### src/rtl/outbuf_pkg.sv
// Shared helpers for the elastic output buffer: width functions and the
// output-register load selector.
package outbuf_pkg;

  // Load decision for the output register on each edge.
  typedef enum logic [1:0] {
    LOAD_HOLD   = 2'd0,
    LOAD_FIFO   = 2'd1,
    LOAD_BYPASS = 2'd2,
    LOAD_CLEAR  = 2'd3
  } load_sel_e;

  // Valid flag sits directly above the payload.
  function automatic int valid_bit(input int w);
    return w;
  endfunction

  function automatic int ptr_w(input int depth);
    return $clog2(depth);
  endfunction

  function automatic int cnt_w(input int depth);
    return $clog2(depth) + 1;
  endfunction

  // Occupancy spans 0..DEPTH+1.
  function automatic int lvl_w(input int depth);
    return $clog2(depth + 2);
  endfunction

endpackage

### src/rtl/outbuf_mem.sv
// Skid storage for outbuf_fifo: synchronous write, asynchronous head read.
module outbuf_mem #(
  parameter int W     = 8,
  parameter int DEPTH = 4,
  parameter int PW    = 2
) (
  input  logic          clk,
  input  logic          i_we,
  input  logic [PW-1:0] i_waddr,
  input  logic [W-1:0]  i_wdata,
  input  logic [PW-1:0] i_raddr,
  output logic [W-1:0]  o_rdata
);

  logic [W-1:0] r_mem [DEPTH];

  // NOTE: storage has no reset; the pointers and count define which entries
  // are meaningful, so clearing the array would only cost reset fan-out.
  always_ff @(posedge clk) begin
    if (i_we) r_mem[i_waddr] <= i_wdata;
  end

  assign o_rdata = r_mem[i_raddr];

endmodule

### src/rtl/outbuf_fifo.sv
// Elastic output buffer: DEPTH-entry skid FIFO ahead of a registered output.
// Define OUTBUF_FIFO_LEVEL_EN to add the registered occupancy port 'level'.
module outbuf_fifo
  import outbuf_pkg::*;
#(
  parameter int W     = 8,
  parameter int DEPTH = 4
) (
  input  logic                  clk,
  input  logic                  rst_n,
  input  logic [W:0]            core_data,
  output logic                  core_stop,
  output logic [W:0]            out_data,
  input  logic                  out_stop
`ifdef OUTBUF_FIFO_LEVEL_EN
  ,
  output logic [lvl_w(DEPTH)-1:0] level
`endif
);

  localparam int PW = ptr_w(DEPTH);
  localparam int CW = cnt_w(DEPTH);
  localparam int VB = valid_bit(W);

  typedef struct packed {
    logic         valid;
    logic [W-1:0] payload;
  } word_t;

  word_t        r_out;
  logic         r_core_stop;
  logic [PW-1:0] r_wr_ptr;
  logic [PW-1:0] r_rd_ptr;
  logic [CW-1:0] r_cnt;

  word_t        w_core;
  logic [W-1:0] w_head;
  logic         w_accept;
  logic         w_out_free;
  logic         w_fifo_empty;
  logic         w_push;
  logic         w_pop;
  logic [CW-1:0] w_cnt_next;
  load_sel_e    w_sel;

  assign w_core       = word_t'(core_data);
  assign w_accept     = core_data[VB] & ~r_core_stop;
  assign w_out_free   = ~r_out.valid | ~out_stop;
  assign w_fifo_empty = (r_cnt == '0);

  // Bypass only with an empty FIFO so a fresh word never overtakes stored ones.
  // NOTE: every always_comb output gets a default first, so no latch is inferred.
  always_comb begin
    w_sel = LOAD_HOLD;
    if (w_out_free) begin
      if (!w_fifo_empty)  w_sel = LOAD_FIFO;
      else if (w_accept)  w_sel = LOAD_BYPASS;
      else                w_sel = LOAD_CLEAR;
    end
  end

  assign w_pop      = (w_sel == LOAD_FIFO);
  assign w_push     = w_accept & (w_sel != LOAD_BYPASS);
  assign w_cnt_next = r_cnt + CW'(w_push) - CW'(w_pop);

  outbuf_mem #(
    .W     (W),
    .DEPTH (DEPTH),
    .PW    (PW)
  ) u_mem (
    .clk     (clk),
    .i_we    (w_push),
    .i_waddr (r_wr_ptr),
    .i_wdata (w_core.payload),
    .i_raddr (r_rd_ptr),
    .o_rdata (w_head)
  );

  // NOTE: sequential state uses non-blocking assignments so every flop
  // samples pre-edge values regardless of statement order.
  always_ff @(posedge clk or negedge rst_n) begin
    if (!rst_n) begin
      r_out       <= '0;
      r_core_stop <= 1'b0;
      r_wr_ptr    <= '0;
      r_rd_ptr    <= '0;
      r_cnt       <= '0;
    end else begin
      case (w_sel)
        LOAD_FIFO:   r_out <= '{valid: 1'b1, payload: w_head};
        LOAD_BYPASS: r_out <= w_core;
        LOAD_CLEAR:  r_out.valid <= 1'b0;
        default:     r_out <= r_out;
      endcase
      if (w_push) r_wr_ptr <= r_wr_ptr + 1'b1;
      if (w_pop)  r_rd_ptr <= r_rd_ptr + 1'b1;
      r_cnt       <= w_cnt_next;
      r_core_stop <= (w_cnt_next == CW'(DEPTH));
    end
  end

  assign out_data  = r_out;
  assign core_stop = r_core_stop;

`ifdef OUTBUF_FIFO_LEVEL_EN
  localparam int LW = lvl_w(DEPTH);

  logic          w_out_valid_next;
  logic [LW-1:0] r_level;

  assign w_out_valid_next = (w_sel == LOAD_FIFO) || (w_sel == LOAD_BYPASS) ||
                            ((w_sel == LOAD_HOLD) && r_out.valid);

  always_ff @(posedge clk or negedge rst_n) begin
    if (!rst_n) r_level <= '0;
    else        r_level <= LW'(w_cnt_next) + LW'(w_out_valid_next);
  end

  assign level = r_level;
`endif

endmodule

### config.mk
export PLATFORM = sky130hd
export DESIGN_NAME = outbuf_fifo
export DESIGN_NICKNAME = d
export VERILOG_FILES = /design/src/rtl/outbuf_pkg.sv /design/src/rtl/outbuf_mem.sv /design/src/rtl/outbuf_fifo.sv
export SDC_FILE = /design/constraint.sdc
export NUM_CORES = 1
export LEC_CHECK = 0
export CAP_MARGIN = 25
export CORE_MARGIN = 1
export CORE_UTILIZATION = 55
export DETAILED_ROUTE_END_ITERATION = 7
export PLACE_DENSITY = 0.8
export SETUP_SLACK_MARGIN = 0.4
export SYNTH_ARGS = -nofsm -noshare
export SYNTH_HDL_FRONTEND = slang
export SYNTH_SLANG_ARGS = --single-unit
### constraint.sdc
create_clock -name clk -period 3.6 [get_ports clk]
set_input_delay 0.36 -clock clk [delete_from_list [all_inputs] [get_ports clk]]
set_output_delay 0.36 -clock clk [all_outputs]
set_load 0.01 [all_outputs]
# --- Word level (Yosys, flattened, before mapping) ---
# Memories as Yosys holds them, arrays and structs flattened.
# Cells that the tools add are included.
word_totals:
  register_bits: 17
  ramBits: 32
  inputBits: 12
  output_inout_bits: 10
  wordCells: 32
  n_memories: 1
op_classes:
  n_addsub: 4
  n_eq_ne: 5
  mux: 7
  bitwise: 6
  reduce_logical: 3
memory_table:
  columns: ["name", "depth", "width", "read_ports", "rd_clocked_by_memory_dff", "wr", "line_no", "source"]
  rows:
  - ["u_mem.r_mem", 4, 8, 1, 0, 1, "outbuf_mem.sv:15", "logic [W-1:0] r_mem [DEPTH];"]
op_table:
  columns: ["op", "n"]
  rows:
  - ["8-bit case mux with 2 select lines", 1]
  - ["2-bit by 1-bit adder with 2-bit output, second input constant", 2]
  - ["2-bit equality test, second input constant", 2]
  - ["2-bit two-way mux", 2]
  - ["3-bit by 1-bit adder with 3-bit output", 1]
  - ["3-bit equality test, second input constant", 1]
  - ["3-bit logical NOT", 1]
  - ["1-bit two-way mux", 3]
  - ["1-bit NOT", 3]
  - ["1-bit case mux with 3 select lines", 1]
  - ["3-bit nonzero test", 1]
  - ["3-bit by 1-bit subtractor with 3-bit output", 1]
  - ["1-bit AND", 2]
  - ["2-bit by 1-bit equality test with 1-bit output, second input constant", 1]
  - ["2-bit != test, second input constant", 1]
  - ["2-bit nonzero test", 1]
  - ["1-bit OR", 1]

# --- Logic depth before layout (Yosys ltp) ---
logic_depth:
  depth_word: 10
  depth_mapped: 11
  ltp_nobuf: 11

# --- Hierarchy ---
# From an unflattened synthesis, not the netlist that was laid out.
hier_totals:
  hier_cells: 121
  hier_area_um2: 2039.5
by_module_without_submodules:
  columns: ["module", "n_inst", "cells_each", "area_each_um2", "seq_area_each_um2"]
  rows:
  - ["outbuf_mem", 1, 46, 1188.6, 960.9]
  - ["outbuf_fifo", 1, 75, 850.8, 425.4]

# --- Worst setup path after synthesis ---
# No wires, ideal clock.
synth_timing:
  path_kind: "flip-flop to flip-flop"
  startpoint: "register r_out (netlist bit out_data[8])"
  endpoint: "register r_core_stop, in the netlist core_stop"
  setup_time_ns: 0.086
  t_arrival_ns: 2.729
  required_time_ns: 3.514
  setup_slack_ns: 0.785
  stages_incl_launch_ff: 12
  n_path_buf: 0
  synth_period_minus_slack_ns: 2.815
  cell_sequence: "dfrtp_1 nand2_1 o21ai_0 ha_1 nor3b_1 inv_1 ha_1 inv_1 ha_1 fa_1 xor3_1 nor3_1"
synth_between:
  elab_chain_len: 8
  elab_cells_between_ends: 9
  classes_between: "2 x add/sub; 3 x eq/ne; 1 x mux; 3 x bitwise"
synth_rtl:
  columns: ["item", "line_no", "source"]
  rows:
  - ["start, declared", "outbuf_fifo.sv:30", "word_t r_out;"]
  - ["start signal, assigned", "outbuf_fifo.sv:90", "LOAD_FIFO: r_out <= '{valid: 1'b1, payload: w_head};"]
  - ["start signal, assigned", "outbuf_fifo.sv:91", "LOAD_BYPASS: r_out <= w_core;"]
  - ["start signal, assigned", "outbuf_fifo.sv:93", "default: r_out <= r_out;"]
  - ["1-bit NOT *", "outbuf_fifo.sv:48", "assign w_out_free = ~r_out.valid | ~out_stop;"]
  - ["1-bit OR *", "outbuf_fifo.sv:48", null]
  - ["2-bit two-way mux *", "outbuf_fifo.sv:55", "if (w_out_free) begin"]
  - ["2-bit != test", "outbuf_fifo.sv:63", "assign w_push = w_accept & (w_sel != LOAD_BYPASS);"]
  - ["1-bit AND", "outbuf_fifo.sv:63", null]
  - ["3-bit by 1-bit adder with 3-bit output", "outbuf_fifo.sv:64", "assign w_cnt_next = r_cnt + CW'(w_push) - CW'(w_pop);"]
  - ["3-bit by 1-bit subtractor with 3-bit output *", "outbuf_fifo.sv:64", null]
  - ["3-bit equality test *", "outbuf_fifo.sv:98", "r_core_stop <= (w_cnt_next == CW'(DEPTH));"]
  - ["end signal, assigned", "outbuf_fifo.sv:98", null]
  - ["end, declared", "outbuf_fifo.sv:31", "logic r_core_stop;"]
# Mark *: on every way between the ends. The rest lies on a longest branch, timed or not.
# A chain may end at the register's enable or synchronous reset.

# --- Final worst setup path ---
layout_timing:
  startpoint: "register r_cnt[1]"
  endpoint: "register r_core_stop, in the netlist core_stop"
layout_between:
  elab_chain_len: 8
  elab_cells_between_ends: 9
  classes_between: "2 x add/sub; 3 x eq/ne; 2 x mux; 1 x bitwise; 1 x reduce/logical"
layout_rtl:
  columns: ["item", "line_no", "source"]
  rows:
  - ["start, declared", "outbuf_fifo.sv:34", "logic [CW-1:0] r_cnt;"]
  - ["start signal, assigned", "outbuf_fifo.sv:97", "r_cnt <= w_cnt_next;"]
  - ["3-bit logical NOT", "outbuf_fifo.sv:49", "assign w_fifo_empty = (r_cnt == '0);"]
  - ["2-bit two-way mux", "outbuf_fifo.sv:56", "if (!w_fifo_empty) w_sel = LOAD_FIFO;"]
  - ["2-bit two-way mux", "outbuf_fifo.sv:55", null]
  - ["2-bit != test", "outbuf_fifo.sv:63", null]
  - ["1-bit AND", "outbuf_fifo.sv:63", null]
  - ["3-bit by 1-bit adder with 3-bit output", "outbuf_fifo.sv:64", null]
  - ["3-bit by 1-bit subtractor with 3-bit output *", "outbuf_fifo.sv:64", null]
  - ["3-bit equality test *", "outbuf_fifo.sv:98", null]
# Marks and branches as above.

==> metrics.md <==
| Metric | Value |
|---|---|
| Clock Skew | 8.01 ps |
| Period Utilization, post-route | 79.0% |
| Number of synthesized flops with an enable pin | 32 |
| FF-to-FF setup slack | ~750 ps |
| Leak | approximately 0.97 nW |
| Reg2reg end | core_stop$_DFF_PN0_ |
| I/O Buffers | 21 |
| Width of the die | 63.2 um |
| Crit path from | r_cnt[1]$_DFF_PN0_ |
| Global route total overflow | 0 |
| Worst EP required | 3820 ps |
| R2R depth | 12 |
| Top FF cell, synth | edfxtp_1 |
| Number of setup violations in the final report | 0 |
| Row count | 21 |
| DR iter-0 viols | 45 |
| Clock Latency Late Sink | just over 300 ps |
| Yosys reg bits | between 40 and 50 |
| Pins Over Slew Limit | 0 |
| First-pass GRT wire length | around 5.8 mm |
| Fin crit period | ~2800 ps |
| Total Wirelength | around 3.7 mm |
| Initial Utilization | slightly below 60% |
| Quantity of gates resized following cts | 0 |
| Final RePlAce weighted congestion | 0.710 |
| Initial antenna violation count | 0 |
| Sequential area share after synthesis | roughly two thirds |
| HPWL Detailed | about 2.5 mm |
| P&R area growth vs syn | 19.3% |
| Yosys cell types | 25 |
| Largest area contributor in the netlist | edfxtp_1 |
| # IOs | 22 |
| Status | completed |
| Vias in the first global route | 1174 |
| Hold crit path type | in -> async |
| Pin count of the biggest net entering global routing | 18 |
| Arrival @ worst endpoint | approximately 3100 ps |
| CP Capture Type | flip-flop |
| Core area | 3470 um^2 |
| Relative slew slack | about 45% |
| TritonCTS clock tree | done |
| Placed cell area | roughly 2300 um^2 |
| Achievable frequency | approximately 350 MHz |
| RSZ-0062 raised after global routing | no |
| Vias post-DR | 1102 |
| Post-CTS setup buffers | 0 |
| H-tree depth | 2 |
| Post-synth top cells | 32 x edfxtp_1, 17 x dfrtp_1, 9 x ha_1 |
| Synthesis Warnings | 0 |
| Synth top area cells | edfxtp_1 47%, dfrtp_1 21%, mux4_2 8.7% |
| Share of layout cells above drive strength 1 | 13.2% |
| ANT cells | 0 |
| Setup TNS | 0 ps |
| Sink Count | between 40 and 50 |
| Max Root-Sink Buffers | 2 |
| Startpoint types | flip-flop |
| Routed Antenna Nets | 0 |
| CTS root buf | clkbuf_8 |
| Vias per std cell | 5.80 |
| Fin area | between 2000 and 2500 um^2 |
| Yosys top cell area share | around 47% |
| Post-Syn Nets | between 100 and 150 |
| Clock transition at path regs | 100 ps |
| CTS buffer count | 5 |
| Avg Cell Area, Syn | roughly 18 um^2 |
| Die Area | approximately 4000 um^2 |
| Worst slew pin tran | approximately 820 ps |
| CP Class | reg -> reg |
| Syn Inst Count | 117 |
| Most numerous cell in the Yosys netlist | edfxtp_1 |
| Worst VDD drop | about 480 uV |
| Drt first pass iters | 4 |
| Pwr dens | 809 nW/um^2 |
| Async set-reset flop share out of synthesis | between 30% and 40% |
| Worst Path Max Fanout | 7 |
| Netlist Area Pre-Place | 2060 um^2 |
| Maxcap violations | 0 |
| Total track usage | 20.5% |
| Final Hold Vio Count | 0 |
| Remaining DRCs | 0 |
| # nets final | ~170 |
| WL/cell | 19.5 um |
| Hold slack | 519 ps |
| Die H | approximately 63 um |
| CTS hold repair buffers | 0 |
| Reg-to-reg startpoint | r_cnt[1]$_DFF_PN0_ |
-- state kept, by name, indices dropped and copies added, names as in the netlist --
signal and count:
r_wr_ptr 2, u_mem.r_mem 32, r_cnt 3, r_rd_ptr 2, out_data 9, core_stop 1
-- through the flow --
step           power (mW)  worst slack, ps  instances  utilization [%]
2_1_floorplan        1.31              785        117                -
3_3_place_gp         1.50              587        182             67.0
3_5_place_dp         1.54              453        182             67.0
4_1_cts              2.01              748        190             70.9
5_1_grt              2.10              473        190             70.9
6_report             1.99              754        190             70.9
-- worst max-delay path, stage by stage (launching register included) --
cell     delay [ps]
dfrtp_1         410
or3_1           450
a21oi_1         210
ha_1            210
nor3b_1          50
buf_4           150
inv_1            50
ha_1            120
inv_1            40
ha_1            180
fa_1            370
xor3_1          380
nor3_1          130
-- worst max-delay path by stage --
stage          cells past startpoint  slack (ps)                   to
2_1_floorplan                     11         790  core_stop$_DFF_PN0_
3_3_place_gp                      13         590  core_stop$_DFF_PN0_
3_5_place_dp                      13         450  core_stop$_DFF_PN0_
4_1_cts                           12         750  core_stop$_DFF_PN0_
5_1_grt                           12         470  core_stop$_DFF_PN0_
6_report                          12         750  core_stop$_DFF_PN0_
-- layout by cell type (no fill, tap or decap), types with 2 or more instances in the layout --
| master | n |
|---|---|
| inv_1 | 7 |
| clkdlybuf4s50_1 | 21 |
| buf_4 | 2 |
| nand2_1 | 2 |
| o21ai_0 | 2 |
| and2_1 | 4 |
| xnor2_1 | 2 |
| clkbuf_8 | 5 |
| nand2b_1 | 2 |
| dfrtp_1 | 17 |
| edfxtp_1 | 32 |
| mux4_2 | 8 |
| ha_1 | 9 |
| and3b_1 | 8 |
| nor2b_1 | 2 |
| a221o_1 | 8 |
| bufinv_16 | 2 |
-- kinds of logic after synthesis --
kind of cell	share of synthesized area (%)
multiplexers	9.28
flip-flops	67.2
AO/OA/AOI/OAI	4.98
adder cells (fa/ha/maj)	6.43
XOR/XNOR	2.43
buffers and inverters	2.37
AND/OR/NAND/NOR	7.28
-- routing by layer --
layer  track usage (%)  share of wire, %  vias up
met1              25.2                41      559
met2              34.4                53       45
met4              10.2               1.2        0
li1                  -                 -      494
met3              4.35               5.2        4
met5                 0                 0        -
-- report_power, final --
| group | switching [mW] | leakage, nW | total (mW) | internal, mW |
|---|---|---|---|---|
| Clock | 0.193 | 0.0687 | 0.473 | 0.280 |
| Combinational | 0.263 | 0.409 | 0.624 | 0.361 |
| Sequential | 0.122 | 0.494 | 0.894 | 0.772 |
-- cell type report --
cell class,instances,area [um^2]
clock buffers,5,68.8
clock inverters,3,68.8
fillers,236,1010
inverters,7,26.3
multi-input cells,57,627
flip-flops and latches,49,1390
well taps,46,57.6
repair buffers,23,225
Note: power is estimated with default switching activity, not from simulation.
==> edit 1, RTL diff (same settings) <==
Build with the macro `OUTBUF_FIFO_LEVEL_EN` defined.
--- a/src/rtl/outbuf_fifo.sv
+++ b/src/rtl/outbuf_fifo.sv
@@ -1,5 +1,7 @@
 // Elastic output buffer: DEPTH-entry skid FIFO ahead of a registered output.
 // Define OUTBUF_FIFO_LEVEL_EN to add the registered occupancy port 'level'.
+`define OUTBUF_FIFO_LEVEL_EN
+
 module outbuf_fifo
   import outbuf_pkg::*;
 #(
Function (old outputs only; new: level): kept (Yosys induction, for registers that start in step).
==> edit 1 against the unedited design <==
  * Area after synthesis up 7.3%
  * Sequential cell count rose by 3
  * Die area up 7.0%
  * Routed wire length is 5.0% higher
  * Register-to-register slack improved by 0.08 ns
  * Setup slack got worse by 0.066 ns
  * First-iteration DRC count fell by 8.9%
  * Power is 2.4% higher
  * Final area rose by 5.9%
  * Clock power shrank 33%
==> edit 1: results <==
[status]
status = completed

[power_and_ir_drop]
p_leak_uw = 0.00107
intPower_uw = 1400
peakVddDrop_v = 0.000485

[sta]
worstMarginPinSlew_ns = 0.713
worst_clock_skew_ns = 0.0118

[synth]
ys_async_sr_fraction_pct = 38.5
seq_area_frac_synth_pct = 66.1
synth_area_leaders = edfxtp_1 (43%), dfrtp_1 (23%), mux4_2 (8.1%), ha_1 (6.2%), and2_1 (3.7%)
synth_cell_types = 23
synth_commonest_cells = edfxtp_1 (32), dfrtp_1 (20), and2_1 (13)
synth_nets = 154

[final_layout]
fill_cells = 251
layout-drive-gt1-share_pct = 11.8

[grt]
grt_pass1_wl_microns = 6230
grt_max_degree = 21
grt_pass1_vias = 1256
grt_usage_pct = 21.2

[drt]
drt_wl_total_microns = 3890
drtIter0Drc = 41
met3_length_microns = 119
via_count = 1185

[placement]
io_buffers = 24
post-place-ws_ns = 0.389
dp_hpwl_microns = 2650

[critical_path]
r2r_end = level[2]$_DFF_PN0_
r2r_slack_ns = 0.83
slowest_stage = fa_1
crit_fanout = 6
==> edit 1: cell families (layout without fill, tap and decap cells) <==
logic type | count (synthesis) | count (layout) | synth area share [%]
AO/OA/AOI/OAI | 11 | 11 | 4.41
XOR/XNOR | 5 | 5 | 2.60
adder cells (fa/ha/maj) | 12 | 12 | 7.13
buffers and inverters | 10 | 41 | 2.04
flip-flops | 52 | 52 | 66.1
multiplexers | 9 | 9 | 8.65
AND/OR/NAND/NOR | 31 | 31 | 9.11
==> edit 1: worst max-delay path by stage <==
stage                            startpoint                  to  slack (ns)  cells past startpoint
finish                             out_stop  level[2]$_DFF_PN0_        0.69                     12
global route                       out_stop  level[2]$_DFF_PN0_        0.50                     12
CTS                                out_stop  level[2]$_DFF_PN0_        0.69                     12
detailed placement             core_data[8]  level[2]$_DFF_PN0_        0.39                     10
global placement                   out_stop  level[2]$_DFF_PN0_        0.39                     12
floorplan           out_data[8]$_DFFE_PN0P_  level[2]$_DFF_PN0_        0.72                     11
==> edit 1: power by group through the flow <==
stage | Combinational [uW] | Clock [uW] | Sequential [uW]
global route | 842 | 347 | 988
detailed placement | 760 | 0 | 977
finish | 758 | 317 | 963
CTS | 769 | 322 | 964
floorplan | 519 | 0 | 936
global placement | 735 | 0 | 965
==> edit 1: layout make-up <==
type | instances | share of cell area (%)
flip-flops and latches | 52 | 56.1
multi-input cells | 68 | 27.1
repair buffers | 27 | 10.4
clock buffers | 6 | 2.79
well taps | 48 | 2.31
inverters | 6 | 0.865
clock inverters | 2 | 0.480
==> edit 1: per-layer routing <==
layer  vias to the layer above  global-route usage, %
met5                         -                      0
met4                         0                   8.15
met3                         7                   4.69
met2                        30                   35.6
met1                       605                   27.0
li1                        543                      -
==> edit 1: stage by stage <==
step	area, sq um	instances	hold WS [ns]
after global routing	2610	209	0.329
after CTS	2590	208	0.578
after floorplan	2210	130	0.0644
after global placement	2500	200	0.554
final	2610	209	0.320
after detailed placement	2500	200	0.557
==> edit 2, RTL diff (config.mk and constraints unchanged) <==
Without the edit above. Put one more register stage on the output `out_data`, cleared by the reset. The value now appears one clock later. The other outputs are not delayed to match.
--- a/src/rtl/outbuf_fifo.sv
+++ b/src/rtl/outbuf_fifo.sv
@@ -99,7 +99,13 @@
     end
   end
 
-  assign out_data  = r_out;
+  always_ff @(posedge clk or negedge rst_n) begin
+    if (!rst_n) begin
+      out_data <= '0;
+    end else begin
+      out_data <= r_out;
+    end
+  end
   assign core_stop = r_core_stop;
 
 `ifdef OUTBUF_FIFO_LEVEL_EN
Function: changed (Yosys sat finds a counterexample within 4 cycles, from zero or initial values and one cycle with rst_n low).
==> edit 2 against the unedited design <==
  * Routed wire length up 1.5%
  * Global-route usage up 0.96 points
  * Sequential cell count up 9
  * Power up 12%
  * Critical path depth unchanged
  * First-iteration DRC count up 62%
  * Setup slack better by 0.056 ns
  * Count of clock-buffer cells in the layout up 4
  * Largest power group unchanged
  * Critical endpoint unchanged
  * Area after synthesis up 11%
  * Non-clock buffer count up 1
  * Final area up 12%
  * Final cell count up 12%
==> edit 2: results <==
[cts]
cts_buffers = 9
clk_latency_ns = 0.32
htree_levels = 3
path_clk_slew_ns = 0.07

[final_layout]
layout-drive-gt1-share_pct = 15.4
nNetsFinal = 179
fill_cells = 259

[drt]
firstDrtPassIters = 4
via_count = 1178
drtIter0Drc = 73
drt_wl_total_microns = 3760

[critical_path]
crit_arrival_ns = 3.02

[grt]
antenna_found_initial = 0
grt_usage_pct = 21.5
grt_pass1_wl_microns = 6420
grt_max_degree = 27
grt_pass1_vias = 1316

[sta]
relSlewSlack_pct = 56.3
worst_clock_skew_ns = 0.0125

[power_and_ir_drop]
peakVddDrop_v = 0.000541
p_switching_uw = 631
p_leak_uw = 0.00111

[placement]
gp_congestion = 0.703
io_buffers = 21
dp_hpwl_microns = 2460

[synth]
synth_edf_count = 32
seq_area_frac_synth_pct = 70.5
synth_area_leaders = edfxtp_1 (42%), dfrtp_1 (28%), mux4_2 (7.9%), ha_1 (4.9%), a221o_1 (3.5%)
synth_cell_types = 25
synth_nets = 148
synth_commonest_cells = edfxtp_1 (32), dfrtp_1 (26), ha_1 (9)
ys_async_sr_fraction_pct = 44.8
yosys_warnings = 0

[worst_hold_path]
hold_class = reg2reg

[status]
status = completed
[edit 2: area by class of cell]
| cell class | instances | area share (%) |
|---|---|---|
| Tap cell | 50 | 2.28 |
| Clock buffer | 9 | 4.51 |
| Sequential cell | 58 | 58.7 |
| Clock inverter | 7 | 2.19 |
| Inverter | 7 | 0.958 |
| Multi-Input combinational cell | 57 | 22.8 |
| Timing Repair Buffer | 24 | 8.48 |
[edit 2: power groups by stage]
stage | registers (uW) | logic [uW] | clock network (uW)
3_5_place_dp | 1070 | 629 | 0
6_report | 1050 | 620 | 552
2_1_floorplan | 1010 | 446 | 0
3_3_place_gp | 1050 | 602 | 0
4_1_cts | 1050 | 632 | 562
5_1_grt | 1080 | 696 | 599
[edit 2: worst paths after layout]
check                           slack (ns)                    end
worst max-delay path                  0.81    core_stop$_DFF_PN0_
worst min-delay path                  0.38  out_data[4]$_DFF_PN0_
worst max register to register        0.81    core_stop$_DFF_PN0_
worst min register to register        0.38  out_data[4]$_DFF_PN0_
max in group asynchronous             2.94     r_cnt[0]$_DFF_PN0_
min in group asynchronous             0.39  out_data[0]$_DFF_PN0_
[edit 2: metal layers]
metal | GRT usage, % | wire length [microns] | vias up | part of all wire [%]
met5 | 0 | 0 | - | 0
met4 | 10.4 | 51 | 0 | 1.4
met3 | 7.19 | 152 | 6 | 4.0
met2 | 33.3 | 1950 | 32 | 52
met1 | 27.2 | 1600 | 598 | 43
li1 | - | - | 542 | -
[edit 2: metrics by stage]
stage / worst slack [ns] / instances / utilization (%) / cell area [sq um] / total power (uW)
finish: 0.810 / 212 / 68.6 / 2740 / 2220
global route: 0.585 / 212 / 68.6 / 2740 / 2370
CTS: 0.791 / 212 / 68.6 / 2740 / 2250
detailed placement: 0.497 / 196 / 64.0 / 2560 / 1700
global placement: 0.589 / 196 / 64.0 / 2560 / 1650
floorplan: 0.799 / 126 / - / 2290 / 1460
[edit 2: worst max-delay path: stages (launching register included)]
cell	delay (ns)
dfrtp_1	0.40
or3_1	0.43
o21ai_0	0.21
ha_1	0.20
nor3b_1	0.06
buf_4	0.15
inv_1	0.05
ha_1	0.12
inv_1	0.04
ha_1	0.18
fa_1	0.37
xor3_1	0.39
nor3_1	0.13
[edit 2: cells by family after synthesis]
| kind of cell | share of synthesized area [%] |
|---|---|
| and+or+nand+nor | 6.56 |
| AOI/OAI and AO/OA | 4.49 |
| buffers and inverters | 2.13 |
| xor gates and xnor gates | 2.19 |
| adders and majority gates | 5.80 |
| DFF | 70.5 |
| muxes | 8.37 |
